### src/rtl/axis_unpack.sv
// axis_unpack: AXI-Stream width down-converter. It splits each DW_IN input word
//   into R = DW_IN/DW_OUT output lanes, sending the least-significant lane first.
// Latency: the first lane is valid one cycle after the input handshake.
//   A new word loads on the same edge that takes the final lane, so words follow
//   each other with no bubble.
// Backpressure: while m_tready is low, the buffered lane holds stable and
//   s_tready stays low.
//
// Ports:
//   clk, reset            single rising-edge clock; asynchronous active-high reset
//   s_tdata/tvalid/tready/tlast  wide input stream
//   m_tdata/tvalid/tready/tlast  narrow output stream
//   s_tkeep (optional)    one bit per output lane; present only with AXIS_UNPACK_KEEP_EN
//
// Optional feature macro: AXIS_UNPACK_KEEP_EN
//   When it is defined, lanes whose keep bit is 0 are skipped.
//   A word with all keep bits at 0 is accepted and dropped, and its s_tlast is lost.
module axis_unpack #(
  parameter int DW_IN  = 32,
  parameter int DW_OUT = 8
) (
  input  logic                      clk,
  input  logic                      reset,
  input  logic [DW_IN-1:0]          s_tdata,
  input  logic                      s_tvalid,
  output logic                      s_tready,
  input  logic                      s_tlast,
`ifdef AXIS_UNPACK_KEEP_EN
  input  logic [DW_IN/DW_OUT-1:0]   s_tkeep,
`endif
  output logic [DW_OUT-1:0]         m_tdata,
  output logic                      m_tvalid,
  input  logic                      m_tready,
  output logic                      m_tlast
);

  localparam int R  = DW_IN / DW_OUT;
  localparam int CW = (R > 1) ? $clog2(R) : 1;

  generate
    if ((DW_IN % DW_OUT) != 0 || R < 2) begin : g_bad_ratio
      $error("axis_unpack: DW_IN must be an integer multiple (>=2) of DW_OUT");
    end
  endgenerate

  logic [DW_IN-1:0] data_q, data_d;
  logic             last_q, last_d;
  logic [CW-1:0]    cnt_q, cnt_d;
  logic             busy_q, busy_d;

  logic [CW-1:0]    first_lane, final_lane, next_lane;
  logic             load_busy;
  logic             at_final, in_hs, out_hs;

`ifdef AXIS_UNPACK_KEEP_EN
  logic [R-1:0]     keep_q, keep_d;

  // The lowest set bit of the incoming keep is the first lane.
  // The highest set bit of the stored keep is the final lane.
  // The next lane is the lowest set bit above cnt.
  always_comb begin
    first_lane = '0;
    for (int i = R - 1; i >= 0; i--) begin
      if (s_tkeep[i]) first_lane = CW'(i);
    end
    final_lane = '0;
    for (int i = 0; i < R; i++) begin
      if (keep_q[i]) final_lane = CW'(i);
    end
    next_lane = final_lane;
    for (int i = R - 1; i >= 0; i--) begin
      if (keep_q[i] && (i > int'(cnt_q))) next_lane = CW'(i);
    end
    // An all-zero keep word produces no output lanes.
    load_busy = |s_tkeep;
  end
`else
  always_comb begin
    first_lane = '0;
    final_lane = CW'(R - 1);
    next_lane  = cnt_q + CW'(1);
    load_busy  = 1'b1;
  end
`endif

  assign at_final = (cnt_q == final_lane);
  assign m_tvalid = busy_q;
  assign m_tdata  = data_q[cnt_q*DW_OUT +: DW_OUT];
  assign m_tlast  = busy_q & last_q & at_final;
  // The input is accepted when the buffer is empty, or when its final lane
  // leaves on this edge.
  assign s_tready = ~busy_q | (m_tready & at_final);
  assign in_hs    = s_tvalid & s_tready;
  assign out_hs   = busy_q & m_tready;

  always_comb begin
    data_d = data_q;
    last_d = last_q;
    cnt_d  = cnt_q;
    busy_d = busy_q;
`ifdef AXIS_UNPACK_KEEP_EN
    keep_d = keep_q;
`endif
    if (out_hs) begin
      if (at_final) busy_d = 1'b0;
      else          cnt_d  = next_lane;
    end
    // A reload takes priority over the idle transition on the final lane.
    if (in_hs) begin
      data_d = s_tdata;
      last_d = s_tlast;
      cnt_d  = first_lane;
      busy_d = load_busy;
`ifdef AXIS_UNPACK_KEEP_EN
      keep_d = s_tkeep;
`endif
    end
  end

  always_ff @(posedge clk or posedge reset) begin
    if (reset) begin
      data_q <= '0;
      last_q <= 1'b0;
      cnt_q  <= '0;
      busy_q <= 1'b0;
`ifdef AXIS_UNPACK_KEEP_EN
      keep_q <= '0;
`endif
    end else begin
      data_q <= data_d;
      last_q <= last_d;
      cnt_q  <= cnt_d;
      busy_q <= busy_d;
`ifdef AXIS_UNPACK_KEEP_EN
      keep_q <= keep_d;
`endif
    end
  end

endmodule

### config.mk
export PLATFORM = sky130hd
export DESIGN_NAME = axis_unpack
export DESIGN_NICKNAME = d
export VERILOG_FILES = /design/src/rtl/axis_unpack.sv
export SDC_FILE = /design/constraint.sdc
export NUM_CORES = 1
export LEC_CHECK = 0
export ABC_CLOCK_PERIOD_IN_PS = 1400
export CAP_MARGIN = 20
export CORE_UTILIZATION = 43
export DETAILED_ROUTE_END_ITERATION = 10
export PLACE_DENSITY = 0.8
export SYNTH_ARGS = -nofsm -noshare
export SYNTH_HDL_FRONTEND = slang
export SYNTH_SLANG_ARGS = --single-unit
export TNS_END_PERCENT = 10
### constraint.sdc
create_clock -name clk -period 1.4 [get_ports clk]
set_input_delay 0.14 -clock clk [delete_from_list [all_inputs] [get_ports clk]]
set_output_delay 0.14 -clock clk [all_outputs]
set_load 0.01 [all_outputs]
; Word level (Yosys, flattened, before mapping)
; Index checks and enable logic that the tools add are counted.
[word_totals]
input_bits = 37
ff_bits = 36
word_cells = 25
out_inout_bits = 11
[op_classes]
add_sub_neg = 1
n_mux = 6
n_eq_ne = 2
n_bitwise = 7
n_reduce_logical = 4
shifts = 1
[op_table]
columns = cell, count
row1 = $shiftx 32x6->8, 1
row2 = $mux 2, 3
row3 = $and 1x1->1, 5
row4 = $reduce_and 2->1, 2
row5 = $reduce_bool 2->1, 2
row6 = $mux 1, 3
row7 = $add 2x1->2 const B, 1
row8 = $eq 2x2->1 const B, 1
row9 = $ne 2x1->1 const B, 1
row10 = $not 1->1, 1
row11 = $or 1x1->1, 1

; Longest topological paths before layout
; Gate-level depths: netlist (run 1).
[logic_depth]
word_depth = 6
depth_mapped = 5
ltp_nobuf = 4

; Worst setup path before layout (run 1)
; No wires, ideal clock.
[synth_path]
path_type = register to register
startpoint = register cnt_q[0]
endpoint = register data_q[0]
path_slack_ns = -0.095
path_buffers = 1
path_stages_with_launch = 6
required_time_ns = 1.275
synth_period_minus_slack_ns = 1.495
setup_time_ns = 0.125
arrival_ns = 1.370
cell_sequence = dfrtp_1 > ha_1 > a21bo_4 > nand2_8 > buf_12 > mux2_4
[synth_via]
elab_chain_len = 4
[synth_lines]
columns = item, line_no
row1 = start: declaration, 48  ; logic [CW-1:0] cnt_q, cnt_d;
row2 = start signal: assignment, 132  ; cnt_q <= cnt_d;
row3 = $eq 2x2->1, 86  ; assign at_final = (cnt_q == final_lane);
row4 = $and 1x1->1, 92  ; assign s_tready = ~busy_q | (m_tready & at_final);
row5 = $or 1x1->1, 92
row6 = via s_tready, 26  ; output logic s_tready,
row7 = $and 1x1->1, 93  ; assign in_hs = s_tvalid & s_tready;
row8 = end signal: assignment, 130  ; data_q <= data_d;
row9 = end: declaration, 46  ; logic [DW_IN-1:0] data_q, data_d;
; The timed path passes the listed nets, and every way through them passes these cells.
; A chain may end at the register's enable or synchronous reset.

; Worst setup path after layout (run 1)
[layout_path]
startpoint = register cnt_q[0]
endpoint = register data_q[11]
[layout_via]
elab_chain_len = 4
[layout_lines]
columns = item, line_no
row1 = $eq 2x2->1, 86
row2 = $and 1x1->1, 92
row3 = $or 1x1->1, 92
row4 = $and 1x1->1, 93
; Every way passes these cells.

==> results.txt, run 1 <==
* Number of global-route vias before repair: 1246
- Number of buffers inserted by post-CTS setup repair: 0
* Category of the worst setup path capture point: flip-flop
- The run finished, with violations left.
- DR WL/cell: 16.66 um
- Insertion delay of the later-clocked pin in the worst-skew pair: 0.29 ns
- Width of the die: 66.03 um
- Required time of the critical path: 1.57 ns
- The share of the Yosys chip area taken by registers is 0.5110.
* Clock slew seen by the registers of the worst setup and hold paths: 0.07 ns
- GRT overflow: 0
- Areal power density over the cells: 2172 mW/mm2
- IO buf count: 47
- The multi-input combinational cells in the finished layout cover a total of 817.0 um2.
- Area added between synthesis and finish: 50.32%
- In this run the clock root is driven by a clkbuf_8.
* Critical path fanouts, max: 8
* Fraction of synthesis flops using an asynchronous set or reset pin: 1.000
- Before antenna repair, the detailed router went through 2 iterations.
* Number of enable-type register cells in the synthesized netlist: 0
* Number of maximum-capacitance violations: 0
* Most instantiated flip-flop cell in the synthesis netlist: dfrtp_1
- H-tree level count: 2
- Initial Utilization: 0.4641
* Share of the core filled with cells: 0.6976
- Final period util: 1.194
* Pre-CTS WS: -0.2927 ns
- Largest net degree at the start of global routing: 37
* Antenna cell count: 0
* Wire length of the first global-routing pass: 6175 um
* Deepest clock path buffer count: 2
* Area of the core: 0.003799 mm2
- After detailed routing, the number of vias per cell comes to 4.898.
* Count of distinct cell types in the synthesized netlist: 18
- Leakage: 0.001286 uW
- Cell count after placement: 217
* R2r startpoint: cnt_q[0]
* Avg Cell Area, Syn: 18.17 um2
- The clock drives 36 sinks.
- The floorplan step defined a die boundary enclosing 0.004360 mm2.
* Number of buffers created by CTS: 5
* Failing checks: negative setup slack
- In the routed design, unresolved DRC markers number 0.
- Max rail drop VDD: 1.505 mV
- Count of endpoints failing hold in the final timing report: 0
* Warnings from Yosys: 0
- After clock tree synthesis, the flow added hold-fix buffers numbering 0.
- Total Wirelength: 3748 um
- Once layout is complete, the cells apart from fillers number 225.
- Worst-Margin Slew: 0.3457 ns
* Area used by sequential logic in the layout: 900.9 um2
- Type of the worst setup path: reg -> reg
- 48 I/O pins were placed.
- Flip-flop and latch count after synthesis: 36
- The final count of pins violating max slew was 0.
* TritonCTS clock tree: done
- Post-synthesis instance area: 0.001763 mm2
* Worst Setup Slack, final: -0.2714 ns
- Net count reported at finish: 215
- Std cell rows: 22
- Half-perimeter wire length of the detailed placement result: 2554 um
* Number of nets produced by synthesis: 135
- Share of cells above drive strength 1: 0.5367
* Post-Route Skew: 0.006079 ns
- The die is 66.03 um tall.
* Setup repair after global routing missed its margin: true
* Worst setup startpoint: cnt_q[0]
- Layout fillers: 265
- The path class of the tightest hold or removal check is in -> async.
- Startpoint types: flip-flop
- Instance count of the mapped netlist: 97
* Final-layout worst hold slack: 0.2064 ns
- Antenna-violating nets left: 0
* Maximum clock frequency: 598.3 MHz
- # setup viols final: 45
* DRT iter0 DRCs: 78
* RD Place Congestion: 0.7519
- Critical Path AT: 1.84 ns
* Minimum clock period: 1.671 ns
- Across every metal layer, demand over resource in global routing totals 0.1991.
- The initial antenna violation count came to 0.
- Across all layers, the routed design uses 1102 vias.
- Worst slew margin relative to its limit: 0.7688
## worst paths after layout
check,to,slack [ns],depth (start not counted)
setup / recovery,data_q[11],-0.27,6
hold / removal,data_q[9],0.21,3
setup reg to reg,data_q[11],-0.27,6
hold reg to reg,data_q[25],0.51,1
max in group asynchronous,data_q[11],1.01,3
min in group clk,last_q,0.47,2
## cell families after synthesis
| group | count (synthesis) | synth area share |
|---|---|---|
| AO/OA/AOI/OAI | 5 | 0.02626 |
| buffers and inverters | 9 | 0.04897 |
| adder cells (fa/ha/maj) | 1 | 0.007096 |
| flip-flops | 36 | 0.5110 |
| AND/OR/NAND/NOR | 4 | 0.02413 |
| multiplexers | 42 | 0.3825 |
## flip-flops by register name (all words and copies together) (netlist names)
register / flops
last_q: 1
data_q: 32
cnt_q: 2
m_tvalid: 1
## what timing repair did
item,in CTS,in global routing
resized for setup,50,5
endpoints found under the setup margin,46,45
cloned,1,0
pin swaps,2,1
## report_power, final
group | internal, uW | switching [uW] | total, uW
logic | 2130 | 964 | 3100
clock network | 438 | 359 | 797
registers | 1560 | 300 | 1860
## cell usage after synthesis (2+ instances only)
cell type  count  area, um2
mux2_2         3      33.78
dfrtp_1       36      900.9
inv_1          4      15.01
mux4_2         8      180.2
mux2_4        30      450.4
or2b_1         2      15.01
buf_12         3      60.06
## area by class of cell
cell class / count / area share
flip-flops and latches: 36 / 0.3399
multi-input cells: 53 / 0.3083
repair buffers: 77 / 0.2871
clock buffers: 7 / 0.03636
well taps: 48 / 0.02266
inverters: 4 / 0.005666
## placed cells by master (no fill, tap or decap)
cell type	n
dfrtp_1	36
clkdlybuf4s50_1	36
mux2_4	33
buf_4	24
buf_6	9
mux4_2	8
clkbuf_8	7
buf_12	5
inv_1	4
or2b_1	2
buf_2	2
a21bo_4	1
nand2_8	1
mux2i_1	1
a21oi_1	1
a22o_2	1
and3_2	1
o22ai_2	1
a22o_1	1
ha_4	1
nand2_4	1
dlygate4sd2_1	1
## through the flow
| step | TNS [ns] | instance area (um2) | power, uW |
|---|---|---|---|
| after floorplan | -1.552 | 1765 | 3526 |
| after global placement | -10.26 | 2512 | 4727 |
| after detailed placement | -11.52 | 2512 | 4836 |
| after CTS | -10.74 | 2619 | 5607 |
| after global routing | -13.09 | 2650 | 6074 |
| final | -10.53 | 2650 | 5757 |
## routing by layer
layer | up-vias | track usage | wire, um
met2 | 32 | 0.3304 | 1927
met5 | - | 0 | 0
met3 | 7 | 0.04310 | 137
met1 | 551 | 0.2483 | 1612
li1 | 512 | - | -
met4 | 0 | 0.08777 | 71
## critical path, cell delays in order (launching register included)
cell	delay, ns
dfrtp_1	0.42
buf_12	0.17
ha_4	0.16
a21bo_4	0.24
nand2_8	0.11
buf_4	0.15
mux2_4	0.30
No activity file was read; power rests on OpenSTA's default activity.
==> run 2, diff against run 1 <==
- PLACE_DENSITY: 0.8 -> 0.75
==> run 2 against run 1 <==
The flow still finishes with violations (negative setup slack); clock power increased by 13%; critical path depth unchanged; register-to-register slack about the same; clock-buffer cell count decreased by 2; power about the same; critical path type unchanged; critical endpoint is now data_q[16]; largest power group unchanged.
==> results.txt, run 2 (synthesis results as in run 1) <==
* Internal Pwr Total: 4172 uW (+0.91%)
- Residual DRC: 0 (unchanged)
- The quantity of I/O buffers inserted on ports is 47 (unchanged).
- Failing checks: negative setup slack
- TritonCTS built the clock tree.
- The highest fanout seen on the critical path came to 10 (+2).
- The number of iterations in the first detailed-routing pass is 3 (+1).
* Final period util: 1.201 (+0.007090)
* Initial Utilization: 0.4641 (unchanged)
- data_q holds more flip-flops than any other register.
* Max rail drop VDD: 1.051 mV (-30%)
- Endpoint of the lowest-slack register-to-register path: data_q[16]
- The average wire per standard cell is 15.50 um (-7.0%).
- Switching power as a share of total power: 0.2760 (-0.005942)
* Deepest clock path buffer count: 2 (unchanged)
- The count of nets after finishing came to 214 (-0.47%).
* Routed via count: 1096 (-0.54%)
- The final weighted congestion in routability-driven placement is 0.7169 (-4.7%).
- Boundary Pins: 48 (unchanged)
- The initial DRC count is 63 (-19%).
- The critical path starts at cnt_q[0].
* # setup viols final: 43 (-4.4%)
* Number of maximum-capacitance violations: 0 (unchanged)
* Via density per instance: 4.871 (-0.54%)
- Root buffer selected by CTS: clkbuf_8
- Post-Route Skew: 0.003706 ns (-0.002373 ns)
* Insertion delay of the later-clocked pin in the worst-skew pair: 0.29 ns (about the same)
* Number of cell instances on the worst register-to-register path: 6 (unchanged)
* Worst-Margin Slew: 0.3390 ns (-0.006687 ns)
- In this run the worst setup path terminates at data_q[16].
- Number of buffers created by CTS: 5 (unchanged)
- The final antenna-violating net count was 0 (unchanged).
- The flow ran to the end, but the final reports show violations.
- Std cell rows: 22 (unchanged)
* Switching Power: 1590 uW (-2.0%)
- The number of flip-flops under the largest register name was 32 (unchanged).
- Number of global-route vias before repair: 1203 (-3.5%)
- The x dimension of the die was 66.03 um (unchanged).
- The final count of pins violating max slew is 0 (unchanged).
* Post-route setup TNS: -10.80 ns (-0.2683 ns)
- Die outline area: 0.004360 mm2 (unchanged)
- Antenna cell count: 0 (unchanged)
- The data required time at the worst endpoint came to 1.58 ns (about the same).
* Proportion of power drawn by the clock network: 0.156 (+0.018)
* Worst Setup Slack, final: -0.2814 ns (-0.009926 ns)
* Cts hold-fix bufs: 0 (unchanged)
* Type of the worst setup path: reg -> reg
- Count of endpoints failing hold in the final timing report: 0 (unchanged)
- The ratio of total power to cell area was 2168 mW/mm2 (-0.20%).
- The maximum clock frequency is 594.8 MHz (-0.59%).
- Total power: 5762 uW (about the same)
- Largest net degree at the start of global routing: 37 (unchanged)
- Critical Path AT: 1.86 ns (+0.02 ns)
- The clock transition at the register clock pins on the worst setup and hold paths after CTS was 0.07 ns (about the same).
- The worst register-to-register path begins at cnt_q[0].
- The clock period minus final worst setup slack is 1.681 ns (+0.009926 ns).
- Part of the total power dissipated in combinational logic: 0.523 (-0.015)
- The initial antenna violation count came to 0 (unchanged).
- Relative to the synthesized area, the layout overhead comes to 50.75%.
- GRT overflow: 0 (unchanged)
* Die Y: 66.03 um (unchanged)
* Setup slack of the worst register-to-register path: -0.28 ns (about the same)
* Setup repair after global routing missed its margin: true
- The wire length of the first global-routing pass is 5568 um (-9.8%).
- Largest registers in the final layout: data_q (32), cnt_q (2)
* Category of the worst setup path capture point: flip-flop
* Leakage: 0.001276 uW (-0.77%)
* H-tree level count: 2 (unchanged)
* Relative contribution of sequential cells to total power: 0.321 (-0.002)
* Startpoint types: flip-flop
* Clock tree sinks: 36 (unchanged)
- The ratio of cells with drive above 1 in the final layout is 0.5367 (unchanged).
- Aggregate global-route resource usage: 0.1781 (-0.02103)
- The min-delay analysis places its worst path in the category in -> async.
* Worst slew margin relative to its limit: 0.7733 (+0.004472)
- Area of the core: 0.003799 mm2 (unchanged)
* Half-perimeter wire length of the detailed placement result: 2330 um (-8.8%)
* Total Wirelength: 3487 um (-7.0%)
- Most frequent cells in the layout: 36 x dfrtp_1, 36 x clkdlybuf4s50_1, 31 x mux2_4, 21 x buf_4, 12 x buf_6
## run 2: cell count changes in the layout (fill, tap and decap cells not counted), moves of 2 or more
cell and change:
mux2_4 -2, mux2_2 +2, buf_12 -2, buf_4 -3, buf_6 +3, clkbuf_8 -2
## run 2: power by group through the flow
stage	clock (uW)	sequential, uW	combinational [uW]
floorplan	0	1760	1770
finish	900	1850	3010
global placement	0	1820	2760
global route	973	1920	3220
detailed placement	0	1850	2820
CTS	930	1850	2810
## run 2: final cells by class
class | count | area (um2)
Clock buffer | 5 | 68.82
Clock inverter | 3 | 42.54
Fill cell | 249 | 1141
Inverter | 4 | 15.01
Multi-Input combinational cell | 53 | 813.3
Sequential cell | 36 | 900.9
Tap cell | 48 | 60.06
Timing Repair Buffer | 76 | 757.0
## run 2: critical path, cell delays in order, from the launching register on
cell     delay, ns
dfrtp_1       0.43
buf_6         0.16
ha_4          0.16
a21bo_4       0.24
nand2_8       0.11
buf_12        0.16
mux2_4        0.30
## run 2: timing repair
action | in CTS | in global routing
cloned | 0 | 2
pin swaps | 0 | 1
gates resized for setup | 49 | 8
setup buffers | 1 | 4
setup endpoints to repair | 44 | 44
## run 2: how the worst min path moves through the flow
stage	from	depth (start not counted)	endpoint
4_1_cts	reset	3	data_q[22]
3_3_place_gp	data_q[8]	1	data_q[8]
6_report	reset	3	data_q[30]
2_1_floorplan	s_tvalid	1	m_tvalid
3_5_place_dp	last_q	1	last_q
5_1_grt	reset	3	data_q[22]
## run 2: layer usage
layer,routed length [um],GRT usage
met1,1509,0.2261
met2,1727,0.2793
met3,191,0.05000
met4,59,0.08511
met5,0,0
## run 2: stage by stage
step / hold slack, ns / worst slack [ns] / util / cell area [um2] / std cells
2_1_floorplan: 0.2429 / -0.05173 / - / 1765 / 97
3_3_place_gp: 0.4850 / -0.2562 / 0.6410 / 2435 / 210
3_5_place_dp: 0.4871 / -0.2950 / 0.6410 / 2435 / 210
4_1_cts: 0.1895 / -0.2987 / 0.6742 / 2561 / 219
5_1_grt: 0.1975 / -0.3424 / 0.6996 / 2658 / 225
6_report: 0.1837 / -0.2814 / 0.6996 / 2658 / 225
==> run 3, diff against run 2 <==
- SKIP_CTS_REPAIR_TIMING: default -> 1
==> run 3 against run 2 <==
Combinational power shrank 8.0%; die area unchanged; sequential power about the same; clock-buffer cell count unchanged; the flow still finishes with violations (negative setup slack); worst hold slack better by 0.0013 ns; via count decreased by 3.0%.
==> results.txt, run 3 (synthesis results as in run 1) <==
- The run finished, with violations left.
- Failing checks: negative setup slack
* Final instance area: 0.002581 mm2 (-2.9%)
- Reg with most FFs: data_q
- The total wire length after detailed routing is 3273 um (-6.1%).
* TritonCTS clock tree: done
- Number of buffers created by CTS: 5 (unchanged)
- The number of ports placed on the die boundary was 48 (unchanged).
* DR WL/cell: 14.95 um (-3.6%)
* Worst slew margin relative to its limit: 0.8526 (+0.07930)
* Die Y: 66.03 um (unchanged)
- Number of maximum-capacitance violations: 0 (unchanged)
- The initial core utilization is 0.4641 (unchanged).
- Worst-Margin Slew: 0.2205 ns (-0.1186 ns)
* Category of the worst setup path capture point: primary output
- The initial antenna violation count came to 0 (unchanged).
- Max rail drop VDD: 0.9877 mV (-6.0%)
* IO buf count: 47 (unchanged)
- The largest buffer count on any clock path came to 2 (unchanged).
- Worst setup startpoint: cnt_q[0]
- Leakage: 0.001284 uW (+0.57%)
- The highest fanout seen on the critical path came to 5 (-5).
- Net count reported at finish: 208 (-2.8%)
- Wire length of the first global-routing pass: 5430 um (-2.5%)
- Setup repair after global routing could not meet its margin everywhere.
- Routed via count: 1063 (-3.0%)
- The initial DRC count was 59 (-6.3%).
* Worst Setup Slack, final: -0.3117 ns (-0.03030 ns)
* Half-perimeter wire length of the detailed placement result: 2330 um (unchanged)
- In this run the clock root is driven by a clkbuf_8.
* Crit path top cell by count: buf_6
- The clock period minus final worst setup slack is 1.712 ns (+0.03030 ns).
- Required time of the critical path: 1.26 ns (-0.32 ns)
* H-tree level count: 2 (unchanged)
* Worst-path cell chain: buf_6 > buf_8 > mux4_2 > buf_6
* Width of the die: 66.03 um (unchanged)
- Area used by sequential logic in the layout: 900.9 um2 (unchanged)
* # setup viols final: 43 (unchanged)
* GRT overflow: 0 (unchanged)
- The ratio of cells with drive above 1 in the final layout is 0.4912 (-0.04550).
- Number of global-route vias before repair: 1188 (-1.2%)
- Max FFs per register: 32 (unchanged)
- Share of the core filled with cells: 0.6795 (-0.02009)
- The antenna diode count was 0 (unchanged).
- The setup path with the least slack is of type reg -> out.
* Post-route setup TNS: -11.47 ns (-0.6680 ns)
- Std cell rows: 22 (unchanged)
- The final antenna-violating net count came to 0 (unchanged).
- In the layout the commonest cells are 36 x dfrtp_1, 36 x clkdlybuf4s50_1, 30 x mux2_4, 18 x buf_4, 8 x mux4_2.
- RD Place Congestion: 0.7169 (unchanged)
- Areal power density over the cells: 2132 mW/mm2 (-1.7%)
- The worst hold path belongs to the class in -> async.
* Multi-input gate area in the final layout: 794.5 um2 (-2.3%)
- R2r startpoint: cnt_q[0]
* Area of the core: 0.003799 mm2 (unchanged)
- The number of inserted filler cells in the final layout came to 263 (+5.6%).
* Insertion delay of the later-clocked pin in the worst-skew pair: 0.29 ns (about the same)
- Post-Route Skew: 0.004794 ns (+0.001087 ns)
- In the final layout, the registers with the most flip-flops are data_q (32), cnt_q (2).
* Critical path's slowest cell: mux4_2
- STA classifies the critical path startpoint as a flip-flop.
* First drt pass iteration count: 4 (+1)
- The detail-routed via count per cell was 4.854 (-0.35%).
- The number of clock sinks seen by CTS came to 36 (unchanged).
- The number of failing hold endpoints at the final stage was 0 (unchanged).
* Die outline area: 0.004360 mm2 (unchanged)
- The largest incremental delay on the critical path came to 0.51 ns (+0.08 ns).
* Critical Path AT: 1.57 ns (-0.29 ns)
- Maximum clock frequency: 584.2 MHz (-1.8%)
- The placed standard-cell area came to 0.002435 mm2 (unchanged).
- The all-layer global routing usage came to 0.1748 (-0.003267).
- Area added between synthesis and finish: 46.42%
* Final period util: 1.223 (+0.02165)
* Slew Viols, Final: 0 (unchanged)
- The clock transition at the register clock pins on the worst setup and hold paths after CTS came to 0.07 ns (about the same).
- The pin count of the biggest net entering global routing is 37 (unchanged).
* Residual DRC: 0 (unchanged)
==> run 3: changes by cell type in the layout (fill, tap and decap cells not counted), sizes merged <==
cell and change:
nand2 -1, dlygate4sd2 -1, clkbuf +3, buf -13, dlymetal6s2s +6
==> run 3: critical path, delay by kind of cell (launching register included) <==
family | cells | cell delay [ns]
flops | 1 | 0.40
buf+inv | 3 | 0.37
mux | 1 | 0.51
==> run 3: power breakdown <==
part | internal [uW] | switching, uW
Combinational | 1900 | 870
Clock | 526 | 370
Sequential | 1560 | 279
==> run 3: path summary, 6_finish.rpt <==
check                      slack, ns  depth (start not counted)         end
hold / removal                  0.19                          3  data_q[22]
max in group asynchronous       1.03                          3  data_q[25]
hold reg to reg                 0.51                          1   data_q[9]
min in group clk                0.46                          2  data_q[26]
setup / recovery               -0.31                          4  m_tdata[3]
setup reg to reg               -0.30                          6  data_q[28]
==> run 3: area by class of cell <==
cell class,instances,area share
Clock buffer,5,0.02666
Clock inverter,3,0.01648
Inverter,4,0.005817
Multi-Input combinational cell,52,0.3078
Sequential cell,36,0.3490
Tap cell,48,0.02327
Timing Repair Buffer,71,0.2710
==> run 3: routing by layer <==
layer  vias up  share of wire  GRT usage  routed length, um
li1        498              -          -                  -
met1       524           0.44     0.2185               1445
met2        33           0.47     0.2717               1541
met3         8          0.066    0.06552                215
met4         0          0.022    0.07181                 71
met5         -              0          0                  0
==> run 3: per-stage QoR <==
step	setup WS [ns]	total power, uW	std cells	hold slack [ns]
after floorplan	-0.05173	3526	97	0.2429
after global placement	-0.2562	4580	210	0.4850
after detailed placement	-0.2950	4668	210	0.4871
after CTS	-0.6270	5610	218	0.1895
after global routing	-0.3849	5841	219	0.1962
final	-0.3117	5502	219	0.1851
